==> config.mk <==
export PLATFORM = sky130hd
export DESIGN_NAME = stepper_sequencer_flat
export DESIGN_NICKNAME = d
export VERILOG_FILES = /design/src/rtl/stepper_sequencer_if.sv /design/src/rtl/stepper_sequencer.sv /design/src/flat_wrapper.sv
export SDC_FILE = /design/constraint.sdc
export NUM_CORES = 1
export LEC_CHECK = 0
export BUFFER_PORTS_ARGS = -buffer_cell sky130_fd_sc_hd__buf_2
export CAP_MARGIN = 30
export CORE_ASPECT_RATIO = 1.2
export CORE_MARGIN = 2
export CORE_UTILIZATION = 28
export CTS_CLUSTER_SIZE = 24
export DETAILED_ROUTE_END_ITERATION = 16
export PLACE_DENSITY = 0.52
export SLEW_MARGIN = 20
export SYNTH_ARGS = -nofsm -noshare
export SYNTH_HDL_FRONTEND = slang
export SYNTH_SLANG_ARGS = --single-unit
==> constraint.sdc <==
create_clock -name CLOCK_50 -period 3.1 [get_ports CLOCK_50]
set_input_delay 0.155 -clock CLOCK_50 [delete_from_list [all_inputs] [get_ports CLOCK_50]]
set_output_delay 0.155 -clock CLOCK_50 [all_outputs]
set_load 0.005 [all_outputs]
==> src/rtl/stepper_sequencer_if.sv <==
// Move-request / status bundle for stepper_sequencer.
//   master : requester side, drives dir/half/stop/move_req/move_steps and
//            observes move_ack/busy/done plus the coil, phase and position outputs.
//   slave  : the sequencer itself.
interface stepper_sequencer_if #(
  parameter int unsigned POS_W = 16
) ();
  logic             dir;
  logic             half;
  logic             stop;
  logic             move_req;
  logic [POS_W-1:0] move_steps;
  logic             move_ack;
  logic             busy;
  logic             done;
  logic [3:0]       coils;
  logic [2:0]       phase;
  logic [POS_W-1:0] position;

  modport master (
    output dir, half, stop, move_req, move_steps,
    input  move_ack, busy, done, coils, phase, position
  );

  modport slave (
    input  dir, half, stop, move_req, move_steps,
    output move_ack, busy, done, coils, phase, position
  );
endinterface

==> src/rtl/stepper_sequencer.sv <==
// 4-phase stepper sequencer: turns move requests into coil patterns for GPIO[3:0].
// Each accepted move runs move_steps steps, paced at one step per STEP_DIV clocks.
// Direction and step mode are latched when the move is accepted. The stop input
// pauses a running move, and done pulses once when the move completes.
// Ports:
//   CLOCK_50 : system clock, rising edge
//   Clear_b  : asynchronous active-low reset
//   bus      : slave side of stepper_sequencer_if
//              (requests in; ack/busy/done/coils/phase/position out)
module stepper_sequencer #(
  parameter int unsigned STEP_DIV = 50_000,
  parameter int unsigned POS_W    = 16
) (
  input  logic                  CLOCK_50,
  input  logic                  Clear_b,
  stepper_sequencer_if.slave    bus
);

  localparam int unsigned DIV_W = $clog2(STEP_DIV);
  localparam logic [DIV_W-1:0] DIV_LAST = DIV_W'(STEP_DIV - 1);

  typedef enum logic [1:0] {S_IDLE, S_RUN, S_HOLD, S_DONE} state_e;

  state_e           state_q, state_d;
  logic [2:0]       phase_q, phase_d;
  logic [POS_W-1:0] pos_q, pos_d;
  logic [POS_W-1:0] rem_q, rem_d;
  logic [DIV_W-1:0] div_q, div_d;
  logic             energized_q, energized_d;
  logic             dir_q, dir_d;
  logic             half_q, half_d;
  logic             ack_q, ack_d;

  logic [2:0]       phase_delta;
  logic [2:0]       phase_step;
  logic             step_edge;
  logic [3:0]       coil_pat;

  // Full-step mode moves by 2 on odd phases. An even phase left over from a
  // half-step move takes a single 1-step first, so later steps land on odd phases.
  assign phase_delta = (half_q || !phase_q[0]) ? 3'd1 : 3'd2;
  assign phase_step  = dir_q ? phase_q + phase_delta : phase_q - phase_delta;
  assign step_edge   = (div_q == DIV_LAST);

  always_ff @(posedge CLOCK_50 or negedge Clear_b) begin
    if (!Clear_b) begin
      state_q     <= S_IDLE;
      phase_q     <= '0;
      pos_q       <= '0;
      rem_q       <= '0;
      div_q       <= '0;
      energized_q <= 1'b0;
      dir_q       <= 1'b0;
      half_q      <= 1'b0;
      ack_q       <= 1'b0;
    end else begin
      state_q     <= state_d;
      phase_q     <= phase_d;
      pos_q       <= pos_d;
      rem_q       <= rem_d;
      div_q       <= div_d;
      energized_q <= energized_d;
      dir_q       <= dir_d;
      half_q      <= half_d;
      ack_q       <= ack_d;
    end
  end

  always_comb begin
    state_d     = state_q;
    phase_d     = phase_q;
    pos_d       = pos_q;
    rem_d       = rem_q;
    div_d       = div_q;
    energized_d = energized_q;
    dir_d       = dir_q;
    half_d      = half_q;
    ack_d       = 1'b0;

    case (state_q)
      S_IDLE: begin
        if (bus.move_req && !bus.stop) begin
          ack_d  = 1'b1;
          dir_d  = bus.dir;
          half_d = bus.half;
          rem_d  = bus.move_steps;
          div_d  = '0;
          // A zero-length move finishes without ever energizing the coils.
          if (bus.move_steps == '0) begin
            state_d = S_DONE;
          end else begin
            energized_d = 1'b1;
            state_d     = S_RUN;
          end
        end
      end
      S_RUN: begin
        if (step_edge) begin
          div_d   = '0;
          phase_d = phase_step;
          pos_d   = dir_q ? pos_q + POS_W'(1) : pos_q - POS_W'(1);
          rem_d   = rem_q - POS_W'(1);
        end else begin
          div_d = div_q + DIV_W'(1);
        end
        // The last step completing takes priority over a pause request.
        if (step_edge && rem_q == POS_W'(1)) begin
          state_d = S_DONE;
        end else if (bus.stop) begin
          state_d = S_HOLD;
        end
      end
      S_HOLD: begin
        if (!bus.stop) begin
          state_d = S_RUN;
        end
      end
      S_DONE: begin
        state_d = S_IDLE;
      end
      default: begin
        state_d = S_IDLE;
      end
    endcase
  end

  always_comb begin
    coil_pat = 4'b0000;
    case (phase_q)
      3'd0: coil_pat = 4'b1000;
      3'd1: coil_pat = 4'b1100;
      3'd2: coil_pat = 4'b0100;
      3'd3: coil_pat = 4'b0110;
      3'd4: coil_pat = 4'b0010;
      3'd5: coil_pat = 4'b0011;
      3'd6: coil_pat = 4'b0001;
      3'd7: coil_pat = 4'b1001;
      default: coil_pat = 4'b0000;
    endcase
  end

  assign bus.coils    = energized_q ? coil_pat : 4'b0000;
  assign bus.phase    = phase_q;
  assign bus.position = pos_q;
  assign bus.move_ack = ack_q;
  assign bus.busy     = (state_q != S_IDLE);
  assign bus.done     = (state_q == S_DONE);

endmodule
==> src/flat_wrapper.sv <==
// flat-port wrapper written by rule: the top's interface ports become plain ports
module stepper_sequencer_flat 
#(
  parameter int unsigned STEP_DIV = 50_000,
  parameter int unsigned POS_W    = 16
)
  (CLOCK_50, Clear_b, bus_dir, bus_half, bus_stop, bus_move_req, bus_move_steps, bus_move_ack, bus_busy, bus_done, bus_coils, bus_phase, bus_position);
  stepper_sequencer_if #(.POS_W(POS_W)) bus_i ();
  input  logic CLOCK_50;
  input  logic Clear_b;
  input wire logic [$bits(bus_i.dir)-1:0] bus_dir;
  input wire logic [$bits(bus_i.half)-1:0] bus_half;
  input wire logic [$bits(bus_i.stop)-1:0] bus_stop;
  input wire logic [$bits(bus_i.move_req)-1:0] bus_move_req;
  input wire logic [$bits(bus_i.move_steps)-1:0] bus_move_steps;
  output wire logic [$bits(bus_i.move_ack)-1:0] bus_move_ack;
  output wire logic [$bits(bus_i.busy)-1:0] bus_busy;
  output wire logic [$bits(bus_i.done)-1:0] bus_done;
  output wire logic [$bits(bus_i.coils)-1:0] bus_coils;
  output wire logic [$bits(bus_i.phase)-1:0] bus_phase;
  output wire logic [$bits(bus_i.position)-1:0] bus_position;
  assign bus_i.dir = bus_dir;
  assign bus_i.half = bus_half;
  assign bus_i.stop = bus_stop;
  assign bus_i.move_req = bus_move_req;
  assign bus_i.move_steps = bus_move_steps;
  assign bus_move_ack = bus_i.move_ack;
  assign bus_busy = bus_i.busy;
  assign bus_done = bus_i.done;
  assign bus_coils = bus_i.coils;
  assign bus_phase = bus_i.phase;
  assign bus_position = bus_i.position;
  stepper_sequencer #(.STEP_DIV(STEP_DIV), .POS_W(POS_W)) u_core (.CLOCK_50(CLOCK_50), .Clear_b(Clear_b), .bus(bus_i));
endmodule
# --- Word-level counts from Yosys, hierarchy flattened ---
# Memory sizes are Yosys's and may differ from the RTL's.
# Index checks and enable logic that the tools add are counted.
word_totals:
  in_bits: 22
  latch_bits: 0
  romBits: 32
  ramBits: 0
  memories: 1
  out_inout_bits: 26
  regBits: 57
memory_table:
  columns: ["name", "depth", "word_bits", "read_ports", "rd_ports_with_merged_regs", "wr", "line_no", "text"]
  rows:
  - ["(name not given)", 8, 4, 1, 0, 0, "stepper_sequencer.sv:129", "case (phase_q)"]
classes:
  mul: 0
  n_bitwise: 1
  mux: 18
  n_addsub: 6
  order_cmp: 0
  reduce_logical: 15
  shift: 0
  n_div: 0
  n_eq_ne: 9
ops:
  columns: ["cell", "count"]
  rows:
  - ["2-to-1 mux 16 bit", 5]
  - ["one-hot mux 16 bit (2 select lines)", 2]
  - ["adder 16 x 1 -> 16 bit, second input constant", 2]
  - ["subtractor 16 x 1 -> 16 bit, second input constant", 2]
  - ["== test 16 x 1 -> 1 bit, second input constant", 1]
  - ["== test 16 bit, second input constant", 1]
  - ["zero test 16 bit", 1]
  - ["2-to-1 mux 2 bit", 6]
  - ["AND reduction 3 bit", 3]
  - ["one-hot mux 2 bit (4 select lines)", 1]
  - ["AND reduction 2 bit", 3]
  - ["== test 2 bit, second input constant", 2]
  - ["2-to-1 mux 4 bit", 1]
  - ["!= test 2 x 1 -> 1 bit, second input constant", 2]
  - ["nonzero test 2 bit", 2]
  - ["adder 3 bit", 1]
  - ["2-to-1 mux 3 bit", 1]
  - ["!= test 3 x 2 -> 1 bit, second input constant", 1]
  - ["subtractor 3 bit", 1]
  - ["== test 2 x 1 -> 1 bit, second input constant", 1]
  - ["logical AND 1 bit", 2]
  - ["zero test 1 bit", 2]
  - ["zero test 2 bit", 1]
  - ["2-to-1 mux 1 bit", 2]
  - ["other kinds (3)", 3]

# --- Logic depth before layout (Yosys ltp) ---
# Gate-level depths: netlist of run 1.
depth:
  word_depth: 5
  ltp_mapped: 9

# --- Least setup slack after synthesis of run 1 ---
# No wires, ideal clock.
synth_path:
  kind: "reg2reg"
  start: "register u_core.dir_q"
  end: "register u_core.pos_q[10] (netlist: u_core.bus.position[10])"
  path_buffers: 0
  setup_ps: 135
  setup_slack_ps: 750
  arrival_time_ps: 2215
  stages_incl_launch_ff: 8
  cell_sequence: "dfrtp_1 > inv_1 > ha_1 > a2111o_1 > o2111a_1 > or2_2 > xnor2_1 > o21ai_0"
synth_between:
  elab_chain_cells: 1
synth_lines:
  columns: ["item", "line_no", "text"]
  rows:
  - ["start: declaration", "stepper_sequencer.sv:30", "logic dir_q, dir_d;"]
  - ["start signal: assignment", "stepper_sequencer.sv:63", "dir_q <= dir_d;"]
  - ["2-to-1 mux 16 bit", "stepper_sequencer.sv:101", "pos_d = dir_q ? pos_q + POS_W'(1) : pos_q - POS_W'(1);"]
  - ["end signal: assignment", "stepper_sequencer.sv:59", "pos_q <= pos_d;"]
  - ["end: declaration", "stepper_sequencer.sv:26", "logic [POS_W-1:0] pos_q, pos_d;"]
# Every way passes these cells.
# A chain may end at the register's enable or synchronous reset.

# --- Final worst setup path of run 1 ---
layout_path:
  start: "register u_core.dir_q"
  end: "register u_core.pos_q[15] (netlist: u_core.bus.position[15])"
# Same word-level chain as after synthesis.

==> results of run 1 <==
-- flip-flops by register name, indices dropped and copies added, names as in the netlist, 2 cells and up --
signal / cells
u_core.state_q: 2
u_core.bus.position: 16
u_core.bus.phase: 3
u_core.rem_q: 16
u_core.div_q: 16
-- layout make-up --
cell class / instances / share of cell area
sequential: 57 / 0.317
clock buffer: 11 / 0.0562
tap: 164 / 0.0457
clock inverter: 5 / 0.0173
multi-input combinational: 344 / 0.476
inverter: 16 / 0.0134
timing repair buffer: 58 / 0.0741
-- layout by cell type (no fill, tap or decap), types with 9 or more instances in the layout --
master,n
clkbuf_16,9
nand4_1,11
inv_1,16
buf_4,9
nor3_1,14
xnor2_1,11
nand2_1,40
a21oi_1,28
nor2_1,50
dfrtp_1,57
buf_2,47
o21ai_0,50
nand3_1,16
xor2_1,10
ha_1,17
-- cells by family (layout without fill, tap and decap cells) --
group	Yosys count	in the layout
AND/OR/NAND/NOR	170	170
buffers and inverters	29	90
AO/OA/AOI/OAI	130	130
multiplexers	4	4
XOR/XNOR	21	21
flip-flops	57	57
adder cells (fa/ha/maj)	19	19
-- metrics by stage --
stage	utilization	cells	hold slack, ns
after floorplan	-	430	-0.141
after global placement	0.324	636	0.387
after detailed placement	0.326	637	0.176
after CTS	0.353	654	0.0357
after global routing	0.353	655	0.0581
final	0.353	655	0.0417
-- routing by layer --
metal  vias to the layer above  GRT usage  share of wire
met5                         -          0              0
met4                         0     0.0603          0.020
met3                        17     0.0387          0.049
met2                        89      0.240           0.49
met1                      1591      0.186           0.44
li1                       1683          -              -
-- power by group --
group | total, mW | internal [mW] | switching [mW]
registers | 0.969 | 0.852 | 0.117
logic | 0.613 | 0.247 | 0.366
clock network | 1.10 | 0.744 | 0.358
-- repair_timing --
action	CTS	global route
endpoints found under the hold margin	22	0
endpoints found under the setup margin	0	0
hold buffers	1	0
-- path summary, 6_finish.rpt --
check	from	to	slack [ns]	cells after the start
worst max-delay path	u_core.dir_q	u_core.bus.position[15]	0.42	9
worst min-delay path	bus_dir	u_core.dir_q	0.04	3
worst max register to register	u_core.dir_q	u_core.bus.position[15]	0.42	9
worst min register to register	u_core.bus.position[15]	u_core.bus.position[15]	0.47	1
max in group asynchronous	Clear_b	u_core.rem_q[2]	1.98	4
min in group asynchronous	Clear_b	u_core.bus.position[3]	0.35	2
-- tightest hold or removal path, delay by kind of cell --
kind	cells	cell delay [ns]
buffers and inverters	1	0.08
AOI/OAI and AO/OA	1	0.06
and+or+nand+nor	1	0.04
==> impl_metrics.tcl, run 1 <==
set metrics [dict create \
    drt_iter0_markers 218 \
    root_buffer "clkbuf_16" \
    critPathMaxFanout 11 \
    hold_violations 0 \
    path_cells "inv_1, buf_4, ha_1, nand2_1, o21ai_0, o21ai_0, o31ai_1, mux2i_1, xnor2_1" \
    synthSimpleGateAreaFrac 0.234 \
    pre_cts_ws_ns 0.471 \
    synth-compound-area-share 0.217 \
    coreArea_sq_um 12700 \
    routed_via_density 5.16 \
    dpl-instance-area_sq_um 4150 \
    die_w_um 109 \
    start_util 0.289 \
    drt_wl_total_mm 9.61 \
    ys_seq_elements 57 \
    synth_fp_nets 471 \
    grt_use_total 0.148 \
    status "complete, no violations" \
    powerDensity_nw_per_um2 597 \
    multiInputGateArea_sq_um 2140 \
    cts_max_path_buffers 2 \
    area_growth_syn_to_layout_pct 22.1 \
    setup_violations 0 \
    maxCapViolations 0 \
    netlist.area_leader.share 0.388 \
    synthDistinctLibCells 61 \
    synth_most_common_cell "dfrtp_1" \
    netlist_top_cells_count "57 x dfrtp_1, 50 x nor2_1, 50 x o21ai_0" \
    overflow 0 \
    first_pass_iters 4 \
    synth-edff-count 0 \
    ys_seq_area_frac 0.388 \
    grt_setup_unrepaired "false" \
    synth_xor_area_frac 0.0500 \
    drv_slew 0 \
    path_delay_family "compound AO/OA/AOI/OAI gates" \
    postLayoutSetupSlackWorst_ns 0.419 \
    postRouteAntennaNets 0 \
    fin_crit_ns 2.68 \
    post_synth.cell_area_avg_sq_um 8.56 \
    cts_tree "built" \
    io_buffers 47 \
    worstMarginPinSlew_ns 0.820 \
    p_leak_nw 2.05 \
    fillers 1337 \
    grt_max_degree 32 \
    drive_gt1_frac 0.183 \
    seq_area_sq_um 1430 \
    die_area_sq_um 14100 \
    synthAdderAreaFrac 0.0687 \
    synth_area_leaders "dfrtp_1 39%, o21ai_0 6.8%, ha_1 5.8%" \
    final_cell_area_sq_um 4490 \
    cts_resized 0 \
    cpPeakStageDelay_ns 0.50 \
    grt_pass1_wl_mm 16.1 \
    timing.fmax_mhz 373 \
    syn_inst 430 \
    io_pins 48 \
    numCtsBuffers 9 \
    rows 45 \
    yosysWarnings 0 \
    crit_required_ns 3.35 \
    cts_sinks 57 \
    yosysTopAreaCell "dfrtp_1" \
    htreeDepth 3 \
    synth_top_family_by_area "simple AND/OR/NAND/NOR gates" \
    drcViolationCount 0 \
    start_kind "flip-flop" \
    antenna_cells 0 \
    gp_congestion 0.860 \
    critPathBufInv 2 \
    power_mw 2.68 \
    cp_common_cell "o21ai_0" \
    synth.area.mux_share 0.0116 \
    die_h_um 130 \
    syn_area_sq_um 3680 \
    final.setup.tns_ns 0 \
    slew_headroom 0.449 \
    postCtsSetupBuffers 0 \
    critPathSlowestCell "o31ai_1" \
    worst_clock_skew_ns 0.00665 \
    synth-main-ff-cell "dfrtp_1" \
    nets 527 \
    peakVddDrop_uv 262 \
    crit_arrival_ns 2.94 \
    hp-class "in2reg" \
    wl_per_cell_um 14.7 \
    vias 3380 \
    grt_pass1_vias 3221 \
    hpwl_mm 7.16 \
    clock_latency_ns 0.33 \
    endpoint_kind "flip-flop" \
    finalCritPeriodShare 0.865 \
    antenna_found_initial 0 \
    path_class "reg2reg" \
    synthArstFlopShare 1.00 \
    cts.clk_slew.worst_paths_ns 0.06 \
]
(Power assumes the default switching activity.)
==> inputs of run 2 (changes only) <==
- PLACE_DENSITY: 0.52 -> 0.53
- clock period: 3.1 -> 2.35 ns (I/O delays scaled with it)
==> run 2 against run 1 <==
  * Die area unchanged
  * Cell count is 2.9% higher
  * Register-to-register slack worse by 0.28 ns
  * Largest power group is now sequential cells
==> impl_metrics.tcl, run 2 (synthesis gave the netlist of run 1 again) <==
set metrics [dict create \
    cts.clk_slew.worst_paths_ns 0.05 \
    htreeDepth 3 \
    grt_setup_unrepaired "false" \
    clock_latency_ns 0.33 \
    path_class "reg2reg" \
    wl_per_cell_um 14.4 \
    hpwl_mm 7.37 \
    hold_violations 0 \
    dpl-instance-area_sq_um 4290 \
    cts_max_path_buffers 2 \
    fin_crit_ns 2.21 \
    drive_gt1_frac 0.231 \
    die_area_sq_um 14100 \
    crit_required_ns 2.56 \
    switchingPower_mw 1.11 \
    final_cell_area_sq_um 4630 \
    peakVddDrop_uv 241 \
    start_util 0.289 \
    gp_congestion 0.892 \
    start_kind "flip-flop" \
    die_w_um 109 \
    setup_violations 0 \
    area_growth_syn_to_layout_pct 25.9 \
    comb_power_share 0.264 \
    overflow 0 \
    rows 45 \
    antenna_cells 0 \
    critPathMaxFanout 5 \
    postCtsSetupBuffers 0 \
    numPlacedInstances 658 \
    slew_headroom 0.615 \
    grt_use_total 0.149 \
    drt_iter0_markers 245 \
    grt_pass1_vias 3399 \
    coreArea_sq_um 12700 \
    mostFrequentLayoutCells "57 x dfrtp_1, 50 x o21ai_0, 50 x nor2_1" \
    p_seq_frac 0.369 \
    worstMarginPinSlew_ns 0.577 \
    p_leak_nw 2.12 \
    drcViolationCount 0 \
    grt_max_degree 32 \
    nets 548 \
    routed_via_density 5.07 \
    timing.fmax_mhz 452 \
    pwr-share-clk 0.367 \
    maxCapViolations 0 \
    finalCritPeriodShare 0.942 \
    io_pins 48 \
    stdcell_count 674 \
    worst_clock_skew_ns 0.0132 \
    netSwitchingFraction 0.320 \
    cell_internal_pwr_mw 2.35 \
    io_buffers 47 \
    hp-class "in2reg" \
    numCtsBuffers 9 \
    fillers 1338 \
    grt_pass1_wl_mm 16.4 \
    endpoint_kind "flip-flop" \
    drt_wl_total_mm 9.72 \
    final.setup.tns_ns 0 \
    status "complete, no violations" \
    crit_arrival_ns 2.42 \
    root_buffer "clkbuf_16" \
    mostFrequentLayoutCell "dfrtp_1" \
    antenna_found_initial 0 \
    postRouteAntennaNets 0 \
    vias 3414 \
    powerDensity_nw_per_um2 746 \
    cts_tree "built" \
    cts_sinks 57 \
    die_h_um 130 \
    first_pass_iters 4 \
    drv_slew 0 \
]
run 2: worst paths after layout:
path | from | end | slack (ns) | cells after the start
setup / recovery | u_core.rem_q[0] | u_core.rem_q[14] | 0.14 | 9
hold / removal | bus_dir | u_core.dir_q | 0.01 | 3
setup reg to reg | u_core.rem_q[0] | u_core.rem_q[14] | 0.14 | 9
hold reg to reg | u_core.bus.position[15] | u_core.bus.position[15] | 0.49 | 1
max in group asynchronous | Clear_b | u_core.div_q[1] | 1.35 | 3
min in group asynchronous | Clear_b | u_core.bus.position[6] | 0.33 | 2
run 2: layout make-up:
class	count	area (sq um)	share of cell area
clock buffer	10	239	0.0516
clock inverter	4	45.0	0.00972
inverter	16	60.1	0.0130
multi-input combinational	344	2180	0.471
sequential	57	1430	0.308
tap	164	205	0.0443
timing repair buffer	79	478	0.103
run 2: power groups by stage:
| stage | combinational [mW] | sequential, mW | clock [mW] |
|---|---|---|---|
| global placement | 0.868 | 1.28 | 0 |
| finish | 0.912 | 1.28 | 1.27 |
| CTS | 0.899 | 1.27 | 1.31 |
| detailed placement | 0.894 | 1.28 | 0 |
| floorplan | 0.602 | 1.25 | 0 |
| global route | 1.04 | 1.31 | 1.36 |
run 2: critical path: stages, from the launching register on:
cell and delay [ns]:
dfrtp_1 0.42, inv_2 0.11, ha_1 0.19, or3b_2 0.51, nor3_1 0.18, buf_4 0.19, nand2b_4 0.06, o31a_1 0.24
o21ai_1 0.11, o21ai_1 0.08
run 2: per-layer routing:
layer	GRT usage	share of wire	routed length [um]	up-vias
li1	-	-	-	1723
met1	0.182	0.45	4410	1620
met2	0.253	0.50	4850	63
met3	0.0297	0.034	330	8
met4	0.0679	0.013	129	0
met5	0	0	0	-
run 2: repair_timing:
| action | 4_1_cts | 5_1_grt |
|---|---|---|
| hold buffers | 1 | 0 |
| endpoints found under the setup margin | 0 | 7 |
| hold endpoints to repair | 22 | 0 |
| gates resized for setup | 0 | 9 |
run 2: metrics by stage:
stage | worst slack, ns | total power, mW | hold slack [ns] | utilization
after floorplan | 0.000395 | 1.85 | -0.178 | -
after global placement | 0.119 | 2.15 | 0.154 | 0.337
after detailed placement | 0.0671 | 2.18 | 0.152 | 0.337
after CTS | 0.0402 | 3.48 | 0.00584 | 0.360
after global routing | 0.00112 | 3.70 | 0.0413 | 0.364
final | 0.136 | 3.46 | 0.00999 | 0.364
==> inputs of run 3 (changes only) <==
- PLACE_DENSITY: 0.53 -> 0.52
- clock period: 2.35 -> 2.3 ns (I/O delays scaled with it)
==> run 3 against run 2 <==
  * Non-clock buffer count decreased by 2
  * Total power is 2.8% higher
  * Worst setup slack got worse by 0.072 ns
  * Register-to-register slack worse by 0.07 ns
  * Via count hardly changed
  * Count of clock-buffer cells in the layout up 4
  * Highest routed layer unchanged
  * Cell count is the same
  * Utilization increased by 0.33 points
  * Sequential power about the same
  * Critical path type unchanged
==> impl_metrics.tcl, run 3 (synthesis gave the netlist of run 1 again) <==
set metrics [dict create \
    cts_tree "built" \
    switchingPower_mw 1.14 \
    drt_iter0_markers 202 \
    critPathCapture "u_core.bus.position[10]" \
    netSwitchingFraction 0.319 \
    htreeDepth 3 \
    finalCritPeriodShare 0.972 \
    cts_max_path_buffers 2 \
    mostFrequentLayoutCells "56 x dfrtp_1, 50 x nor2_1, 47 x o21ai_0, 47 x buf_2, 40 x nand2_1" \
    drcViolationCount 0 \
    grt_use_total 0.145 \
    p_seq_frac 0.367 \
    path_class "reg2reg" \
    drt_wl_total_mm 9.65 \
    pre_cts_ws_ns 0.0342 \
    grt_setup_unrepaired "true" \
    routed_via_density 5.07 \
    postRouteAntennaNets 0 \
    io_buffers 47 \
    drive_gt1_frac 0.229 \
    nets 546 \
    holdWs_ns 0.0116 \
    crit_required_ns 2.51 \
    drv_slew 0 \
    crit_arrival_ns 2.44 \
    numCtsBuffers 9 \
    rows 45 \
    grtUsageMet3 0.0312 \
    peakVddDrop_uv 307 \
    slew_headroom 0.621 \
    start_kind "flip-flop" \
    timing.fmax_mhz 447 \
    worst_clock_skew_ns 0.00641 \
    worstMarginPinSlew_ns 0.569 \
    clock_latency_ns 0.32 \
    hp-class "in2reg" \
    wl_per_cell_um 14.3 \
    p_leak_nw 2.13 \
    endpoint_kind "flip-flop" \
    grt_max_degree 37 \
    mostFrequentLayoutCell "dfrtp_1" \
    hpwl_mm 7.30 \
    r2r_start "u_core.dir_q" \
    area_growth_syn_to_layout_pct 27.1 \
    powerDensity_nw_per_um2 760 \
    gp_congestion 0.846 \
    start_util 0.289 \
    coreArea_sq_um 12700 \
    io_pins 48 \
    root_buffer "clkbuf_16" \
    final_util 0.368 \
    ff2ff_path_depth 9 \
    hold_violations 0 \
    gr-usage-met2 0.250 \
    stdcell_count 674 \
    fin_crit_ns 2.24 \
    grt_pass1_wl_mm 15.9 \
    comb_power_share 0.269 \
    first_pass_iters 4 \
    postLayoutSetupSlackWorst_ns 0.0635 \
    pwr-share-clk 0.364 \
    vias 3416 \
    status "complete, no violations" \
    die_w_um 109 \
    r2r_end "u_core.bus.position[10]" \
    numPlacedInstances 655 \
    cts.clk_slew.worst_paths_ns 0.05 \
    worstSetupStartpoint "u_core.dir_q" \
    antenna_cells 0 \
    antenna_found_initial 0 \
    maxCapViolations 0 \
    grt_util_met1 0.177 \
    r2r_slack_ns 0.06 \
    die_area_sq_um 14100 \
    grt_pass1_vias 3199 \
    cell_internal_pwr_mw 2.42 \
    critPathMaxFanout 7 \
    overflow 0 \
    busiest_layer "met2" \
    cts_sinks 57 \
    die_h_um 130 \
    setup_violations 0 \
]
run 3: cell types whose count changed in the layout (fill, tap and decap cells not counted), sizes merged:
cell,delta
buf,-2
bufinv,-1
clkbuf,+4
clkinv,-1
clkinvlp,+1
inv,-1
run 3: power by group through the flow:
stage               logic [mW]  clock network (mW)  registers (mW)
floorplan                0.631                   0            1.28
detailed placement       0.939                   0            1.32
CTS                      0.943                1.34            1.30
global route              1.08                1.39            1.33
finish                   0.957                1.29            1.31
global placement         0.923                   0            1.31
run 3: worst min-delay path by stage:
stage | startpoint | endpoint | slack [ns] | cells past startpoint
after floorplan | Clear_b | u_core.bus.move_ack | -0.18 | 0
after CTS | bus_dir | u_core.dir_q | 0.005 | 3
final | bus_dir | u_core.dir_q | 0.01 | 3
after global routing | bus_dir | u_core.dir_q | 0.01 | 3
after detailed placement | Clear_b | u_core.bus.position[2] | 0.15 | 1
after global placement | Clear_b | u_core.bus.position[2] | 0.15 | 1
run 3: through the flow:
stage	power [mW]	instance area, sq um	setup TNS, ns
6_report	3.56	4680	0
5_1_grt	3.80	4680	-0.223
4_1_cts	3.58	4630	0
3_5_place_dp	2.25	4330	0
3_3_place_gp	2.23	4330	0
2_1_floorplan	1.91	3710	0
run 3: what timing repair did:
action / in CTS / in global routing
endpoints found under the hold margin: 21 / 0
endpoints found under the setup margin: 0 / 8
gates resized for setup: 0 / 8
hold buffers: 1 / 0
buffers inserted: 0 / 1
run 3: final cells by class:
cell class	instances	area [sq um]
inverters	16	63.8
clock inverters	2	10.0
flip-flops and latches	57	1430
clock buffers	14	284
repair buffers	77	488
well taps	164	205
multi-input cells	344	2200
fillers	1346	8050
run 3: critical path: stages, from the launching register on:
cell and delay, ns:
dfrtp_2 0.40, clkinvlp_4 0.11, buf_12 0.15, ha_1 0.31
o21a_1 0.20, o31a_1 0.15, o2111a_1 0.29, or2_2 0.31
xnor2_1 0.13, o21ai_1 0.07
run 3: routing by layer:
metal / share of wire / wire length (um)
met5: 0 / 0
met1: 0.44 / 4230
met2: 0.52 / 4990
met4: 0.012 / 114
met3: 0.032 / 309
